<file path="config.mk">
export PLATFORM = sky130hd
export DESIGN_NAME = card_dealer
export DESIGN_NICKNAME = d
export VERILOG_FILES = /design/src/rtl/card_dealer_pkg.sv /design/src/rtl/card_dealer_decode.sv /design/src/rtl/card_dealer.sv
export SDC_FILE = /design/constraint.sdc
export NUM_CORES = 1
export LEC_CHECK = 0
export CAP_MARGIN = 0
export CORE_UTILIZATION = 46
export CTS_BUF_LIST = sky130_fd_sc_hd__clkbuf_4 sky130_fd_sc_hd__clkbuf_8
export CTS_CLUSTER_DIAMETER = 40
export DETAILED_ROUTE_END_ITERATION = 7
export GPL_ROUTABILITY_DRIVEN = 1
export PLACE_DENSITY = 0.64
export SYNTH_ARGS = -nofsm -noshare
export SYNTH_HDL_FRONTEND = slang
export SYNTH_SLANG_ARGS = --single-unit
</file>
<file path="constraint.sdc">
create_clock -name clk -period 5.2 [get_ports clk]
set_input_delay 1.04 -clock clk [delete_from_list [all_inputs] [get_ports clk]]
set_output_delay 1.04 -clock clk [all_outputs]
set_load 0.01 [all_outputs]
</file>
<file path="src/rtl/card_dealer_pkg.sv">
// card_dealer_pkg: deck constants, card value constants and dealer FSM states
package card_dealer_pkg;
  localparam int DECK_CARDS = 52;
  localparam int RANKS_PER_SUIT = 13;
  localparam int FACE_RANK = 10;
  localparam int FACE_VALUE = 10;
  typedef enum logic [2:0] {IDLE, SAMPLE, CHECK, SCAN, DONE} state_t;
endpackage

</file>
<file path="src/rtl/card_dealer_decode.sv">
// card_decode: combinational card id to suit/rank/blackjack value
module card_decode
  import card_dealer_pkg::*;
(
  input  logic [5:0] id,
  output logic [1:0] suit,
  output logic [3:0] rank,
  output logic [3:0] value
);
  assign suit = 2'(id / 6'(RANKS_PER_SUIT));
  assign rank = 4'(id % 6'(RANKS_PER_SUIT)) + 4'd1;
  assign value = rank >= 4'(FACE_RANK) ? 4'(FACE_VALUE) : rank;
endmodule

</file>
<file path="src/rtl/card_dealer.sv">
// card_dealer: draws cards without replacement using rejection sampling with a linear-scan fallback
module card_dealer
  import card_dealer_pkg::*;
#(
  parameter int DECK_SIZE = DECK_CARDS,
  parameter int MAX_RETRY = 16,
  parameter int RAND_W = 6
) (
  input  logic              clk,
  input  logic              reset_n,
  input  logic [RAND_W-1:0] rnd,
  input  logic              rnd_valid,
  output logic              rnd_req,
  input  logic              deal_req,
  input  logic              shuffle,
  output logic              card_valid,
  output logic [5:0]        card_id,
  output logic [1:0]        card_suit,
  output logic [3:0]        card_rank,
  output logic [3:0]        card_value,
  output logic [5:0]        cards_left,
  output logic              deck_empty,
  output logic              deal_err
);
  localparam int RW = $clog2(MAX_RETRY + 1);
  localparam logic [5:0] LAST = 6'(DECK_SIZE - 1);
  localparam logic [RW-1:0] RETRY_LAST = RW'(MAX_RETRY - 1);
  state_t state, state_nx;
  logic [DECK_SIZE-1:0] mask;
  logic [RAND_W-1:0] sample;
  logic [5:0] ptr, cand;
  logic [RW-1:0] retry;
  logic avail;
  logic [1:0] dec_suit;
  logic [3:0] dec_rank, dec_value;
  assign rnd_req = state == SAMPLE;
  assign card_valid = state == DONE;
  assign deck_empty = cards_left == '0;
  assign cand = state == SCAN ? ptr : 6'(sample);
  assign avail = cand <= LAST && !mask[cand];
  card_decode u_decode (.id(cand), .suit(dec_suit), .rank(dec_rank), .value(dec_value));
  // next-state: shuffle overrides everything and returns to IDLE
  always_comb begin
    state_nx = state;
    case (state)
      IDLE:    state_nx = deal_req && !deck_empty ? SAMPLE : IDLE;
      SAMPLE:  state_nx = rnd_valid ? CHECK : SAMPLE;
      CHECK:   state_nx = avail ? DONE : retry == RETRY_LAST ? SCAN : SAMPLE;
      SCAN:    state_nx = avail ? DONE : SCAN;
      DONE:    state_nx = IDLE;
      default: state_nx = IDLE;
    endcase
    if (shuffle) state_nx = IDLE;
  end
  // deck mask, counters, sample latch and card output registers
  always_ff @(posedge clk or negedge reset_n) begin
    if (!reset_n) begin
      state <= IDLE;
      mask <= '0;
      cards_left <= 6'(DECK_SIZE);
      retry <= '0;
      sample <= '0;
      ptr <= '0;
      deal_err <= 1'b0;
      card_id <= '0;
      card_suit <= '0;
      card_rank <= '0;
      card_value <= '0;
    end else if (shuffle) begin
      state <= IDLE;
      mask <= '0;
      cards_left <= 6'(DECK_SIZE);
      retry <= '0;
      deal_err <= 1'b0;
    end else begin
      state <= state_nx;
      deal_err <= state == IDLE && deal_req && deck_empty;
      if (state == IDLE && deal_req) retry <= '0;
      if (state == SAMPLE && rnd_valid) sample <= rnd;
      if (state == CHECK && !avail) begin
        retry <= retry + 1'b1;
        ptr <= cand <= LAST ? cand : cand - 6'(DECK_SIZE);
      end
      if (state == SCAN && !avail) ptr <= ptr == LAST ? '0 : ptr + 6'd1;
      if ((state == CHECK || state == SCAN) && avail) begin
        mask[cand] <= 1'b1;
        cards_left <= cards_left - 6'd1;
        card_id <= cand;
        card_suit <= dec_suit;
        card_rank <= dec_rank;
        card_value <= dec_value;
      end
    end
  end
endmodule

</file>
After elaboration in Yosys (flattened, before gate mapping)
Index checks and enable logic that the tools add are counted.
{ "word_totals": {"reg_bits": 95, "input_bits": 11, "word_cells": 76, "output_inout_bits": 26} }
{ "classes": {"bitwise_logic": 2, "eq_ne": 6, "n_lt_le_gt_ge": 4, "addsub": 5, "div": 2, "n_mux": 25, "reduce_logical": 21} }
{ "op_table": {"columns": ["op", "count"], "rows": [
  ["2-to-1 mux 52 bit", 2],
  ["bitwise OR 52 bit", 1],
  ["2-to-1 mux 6 bit", 7],
  ["2-to-1 mux 5 bit", 3],
  ["case mux 3 bit (4 select lines)", 1],
  ["logical AND 1 bit", 9],
  ["2-to-1 mux 3 bit", 3],
  ["< comparator 6 x 7 -> 1 bit (second input constant)", 1],
  ["adder 6 x 1 -> 6 bit (second input constant)", 1],
  ["binary-select mux 1 bit (select 6 bit)", 1],
  ["demux 1 bit (select 6 bit)", 1],
  ["divider 6 x 4 -> 6 bit (second input constant)", 1],
  ["== test 3 x 2 -> 1 bit (second input constant)", 2],
  ["== test 6 bit (second input constant)", 1],
  [">= comparator 6 x 1 -> 1 bit (second input constant)", 1],
  ["less-or-equal comparator 6 bit (second input constant)", 1],
  ["zero test 6 bit", 1],
  ["remainder unit 6 x 4 -> 6 bit (second input constant)", 1],
  ["AND reduction 2 bit", 3],
  ["subtractor 6 x 1 -> 6 bit (second input constant)", 1],
  ["subtractor 6 bit (second input constant)", 1],
  ["adder 5 x 1 -> 5 bit (second input constant)", 1],
  ["== test 5 x 4 -> 1 bit (second input constant)", 1],
  ["adder 4 x 1 -> 4 bit (second input constant)", 1],
  ["other kinds (12)", 19]
]} }

Depth between registers and ports, before layout
{ "depth": {"depth_word": 10, "mapped_depth": 22, "depth_no_buf": 20} }

Modules after synthesis
Synthesis repeated with hierarchy kept, for this count alone.
{ "unflattened": {"cells_unflattened": 609, "area_unflattened_um2": 6098.3} }
{ "by_module_without_submodules": {"columns": ["mod", "cells_each", "instances", "area_per_inst_um2", "seq_area_each_um2"], "rows": [
  ["card_dealer", 486, 1, 5165.0, 2381.0],
  ["card_decode", 123, 1, 933.4, 0.0]
]} }

Least setup slack after synthesis
Ideal clock, no wire load.
{ "synth_timing": {"path_type": "flip-flop to flip-flop", "from": "reg state[0]", "to": "reg card_value[1]", "stages_incl_launch_ff": 23, "arrival_ns": 3.987, "path_slack_ns": 1.095, "setup_ns": 0.118, "t_required_ns": 5.082, "n_path_buf": 3, "period_less_slack_ns": 4.105, "cell_sequence": "dfrtp_1 -> buf_6 -> and3b_1 -> buf_6 -> buf_8 -> a31oi_1 -> nand2_1 -> nor2_1 -> nor2_1 -> ha_1 -> nand2b_1 -> a31oi_1 -> o21ai_0 -> nand3_1 -> nand2_1 -> mux2_2 -> inv_1 -> ha_1 -> xnor3_1 -> xnor2_1 -> nor2_1 -> nor2b_1 -> a21o_1"} }
{ "synth_via": {"elab_chain_cells": 8} }
{ "synth_lines": {"columns": ["item", "line", "text"], "rows": [
  ["start: declaration", "card_dealer.sv:28", "state_t state, state_nx;"],
  ["start signal: assignment", "card_dealer.sv:76", "state <= state_nx;"],
  ["parallel branches: the longest is 8 deep, another holds remainder unit 6 x 4 -> 6 bit", null, null],
  ["end signal: assignment", "card_dealer.sv:91", "card_value <= dec_value;"],
  ["end: declaration", "card_dealer.sv:20", "output logic [3:0] card_value,"]
]} }
Several ways; the timed one is not identified. The select of a mux whose other input is x is not followed.
A chain may end at the register's enable or synchronous reset.

Worst setup path after layout
{ "layout_timing": {"from": "reg state[1]", "to": "reg card_value[1]"} }
The elaborated chain is that of the path after synthesis.

==> impl_metrics.ini <==
[status]
status = completed

[power_and_ir_drop]
switching_share = 0.4142
p_leak_uw = 0.002649
power_frac_clock = 0.199
p_per_area_nw_per_um2 = 421.7
ir_worst_vdd_uv = 149.4
pwr-share-comb = 0.455
power_switching_uw = 1143
p_int_uw = 1616
sequentialPowerShare = 0.346

[setup_path]
crit_type = flip-flop to flip-flop
rr_endpoint = card_value[1]
r2r_slack_ns = 0.55
crit_path_end = card_value[1]
cp-start-kind = flip-flop
r2r_start = state[1]
cp_data_required_time_ns = 5.49
crit_path_max_fanout = 14
worstPathArrival_ns = 4.94
rr_worst_depth = 20
startpoint = state[1]
crit_path_end_kind = flip-flop

[global_route]
grt_pass1_wl_um = 25740
grt_usage = 0.2513
antenna_found_initial = 0
overflow = 0
grt_pass1_vias = 4922
grt_max_degree = 62

[drt]
ant_nets = 0
drt_first_iter_violations = 499
dr.pass1.iters = 5
drc_errors = 0
routed_wl_um = 15650
via_per_inst = 6.064
wl_per_cell_um = 18.77
num_vias = 5057

[sta]
period_needed_ns = 4.646
setup_violations = 0
max_freq_mhz = 215.2
worst_pin_slew_ns = 1.071
setup_tns_ns = 0
hold_viol_final = 0
rsz0062_at_grt = false
drv_slew = 0
final.period_utilization = 0.8935
skew_ns = 0.01386
max-slew-margin-rel = 0.2656

[clock_network]
cts-resized-gates = 0
clkTransAtPathRegs_ns = 0.10
hold_buffers = 0
cts_made_buffers = 9
cts_setup_buffers = 0
cts_tree = yes
clock_sinks = 95
clk_latency_ns = 0.39
clockRootBuffer = clkbuf_8
htreeDepth = 3
cts.path.max_buffers = 2

[die]
rows = 41
die_height_um = 115.6
die_area_um2 = 13350
core_area_um2 = 12620
initial_core_util = 0.4701
io_pins = 37
die_x_um = 115.6

[synth]
syn_area_um2 = 5932
synth_cells = 650
synth_cell_type_count = 75
syn_nets = 670
avgSynthCellArea_um2 = 9.126
yosys_register_bits = 95
synth_ff_type = dfrtp_1
ys_warn_count = 0
async_flop_share = 1.000
synth-edff-count = 0
ys_seq_area_frac = 0.4014

[layout]
area_growth_syn_to_layout_pct = 10.29
finalCoreUtilization = 0.5184
diodes = 0
nNetsFinal = 677
drive_gt1_frac = 0.1073

[hold_path]
hold_path_depth = 2
min_path_type = flip-flop to flip-flop

[placement]
numPortBuffers = 36
dp_hpwl_um = 10570
place_congestion = 0.8708

[flow_run]
drv_cap = 0
## final cells by class
| cell class | count | area, um^2 |
|---|---|---|
| clock inverter | 7 | 97.59 |
| tap | 172 | 215.2 |
| clock buffer | 9 | 123.9 |
| timing repair buffer | 52 | 473.0 |
| multi-input combinational | 447 | 3057 |
| sequential | 95 | 2381 |
| fill | 1222 | 6077 |
| inverter | 52 | 195.2 |
## layout by cell type (no fill, tap or decap), types with 5 or more instances in the layout
| cell | n |
|---|---|
| dfrtp_1 | 92 |
| nor2_1 | 54 |
| inv_1 | 52 |
| o22ai_1 | 38 |
| a21oi_1 | 35 |
| clkdlybuf4s50_1 | 34 |
| nand2_1 | 32 |
| nand3_1 | 31 |
| mux2i_1 | 26 |
| o21ai_0 | 19 |
| mux2_2 | 18 |
| buf_4 | 17 |
| nand2b_1 | 16 |
| a31oi_1 | 15 |
| nor3_1 | 14 |
| nand3b_1 | 12 |
| a41oi_1 | 12 |
| ha_1 | 9 |
| clkbuf_8 | 9 |
| xnor2_1 | 7 |
| and3_1 | 7 |
| nor3b_1 | 7 |
| o211ai_1 | 6 |
| a211oi_1 | 6 |
| nor4_1 | 5 |
## Yosys cell counts, types with 4 or more instances
master    count  area share
dfrtp_1      92        0.39
nor2_1       54       0.034
inv_1        52       0.033
o22ai_1      38       0.040
a21oi_1      35       0.030
nand2_1      32       0.020
nand3_1      31       0.026
mux2i_1      26       0.044
clkbuf_1     25       0.016
buf_2        20       0.017
o21ai_0      19       0.016
mux2_2       18       0.034
nand2b_1     16       0.017
a31oi_1      15       0.016
nor3_1       14       0.012
a41oi_1      12       0.018
nand3b_1     12       0.015
ha_1          9       0.019
and3_1        7      0.0074
nor3b_1       7      0.0089
xnor2_1       7       0.010
a211oi_1      6      0.0076
buf_6         6       0.011
o211ai_1      6      0.0076
nor4_1        5      0.0053
nand4b_1      4      0.0059
nor2b_1       4      0.0042
o221ai_1      4      0.0059
## cells by family after synthesis
family / share of synthesized area
AO/OA/AOI/OAI: 0.2035
XOR/XNOR: 0.01856
adder cells (fa/ha/maj): 0.01898
buffers and inverters: 0.08332
flip-flops: 0.4014
multiplexers: 0.08795
AND/OR/NAND/NOR: 0.1862
## state kept, by name (all words and copies together), names as in the netlist
name	flops
mask	52
card_id	6
cards_left	6
ptr	6
sample	6
retry	5
card_rank	4
card_value	4
state	3
card_suit	2
deal_err	1
## layer usage
layer	global-route usage	part of all wire
met5	0	0
met4	0.1186	0.031
met3	0.04289	0.058
met2	0.3916	0.47
met1	0.3410	0.44
## critical path: stages, from the launching register on
cell and delay, ns:
dfrtp_1 0.55, nand3b_4 0.27, and3_1 0.25, a31oi_1 0.47
nand2_1 0.21, nor2_1 0.14, nor2_1 0.08, ha_1 0.23
nand2b_1 0.17, a31oi_1 0.10, o21ai_0 0.18, nand3_1 0.15
nand2_1 0.28, mux2_2 0.38, inv_1 0.06, ha_1 0.13
xnor3_1 0.39, xnor2_1 0.14, nor2_1 0.13, nor2b_1 0.06
a21o_1 0.17
## worst min-delay path by stage
stage	end	start	slack (ns)
after floorplan	mask[16]	mask[16]	0.46
final	mask[48]	mask[48]	0.51
after CTS	mask[48]	mask[48]	0.51
after global placement	mask[48]	mask[48]	0.48
after detailed placement	mask[48]	mask[48]	0.49
after global routing	mask[50]	mask[50]	0.52
## per-stage QoR
step | cell area (um^2) | hold WS (ns) | setup slack, ns | power [uW] | std cells
after detailed placement | 6321 | 0.4889 | 0.6114 | 2205 | 818
final | 6543 | 0.5075 | 0.5538 | 2759 | 834
after CTS | 6543 | 0.5117 | 0.5817 | 2753 | 834
after floorplan | 5932 | 0.4563 | 1.095 | 1803 | 650
after global placement | 6321 | 0.4791 | 0.7204 | 2189 | 818
after global routing | 6543 | 0.5179 | 0.05390 | 2925 | 834
## power by group through the flow
stage | sequential, uW | clock (uW) | combinational (uW)
4_1_cts | 951 | 559 | 1240
2_1_floorplan | 927 | 0 | 876
3_5_place_dp | 965 | 0 | 1240
6_report | 955 | 549 | 1260
5_1_grt | 973 | 587 | 1360
3_3_place_gp | 962 | 0 | 1230
No activity file was read; power rests on OpenSTA's default activity.
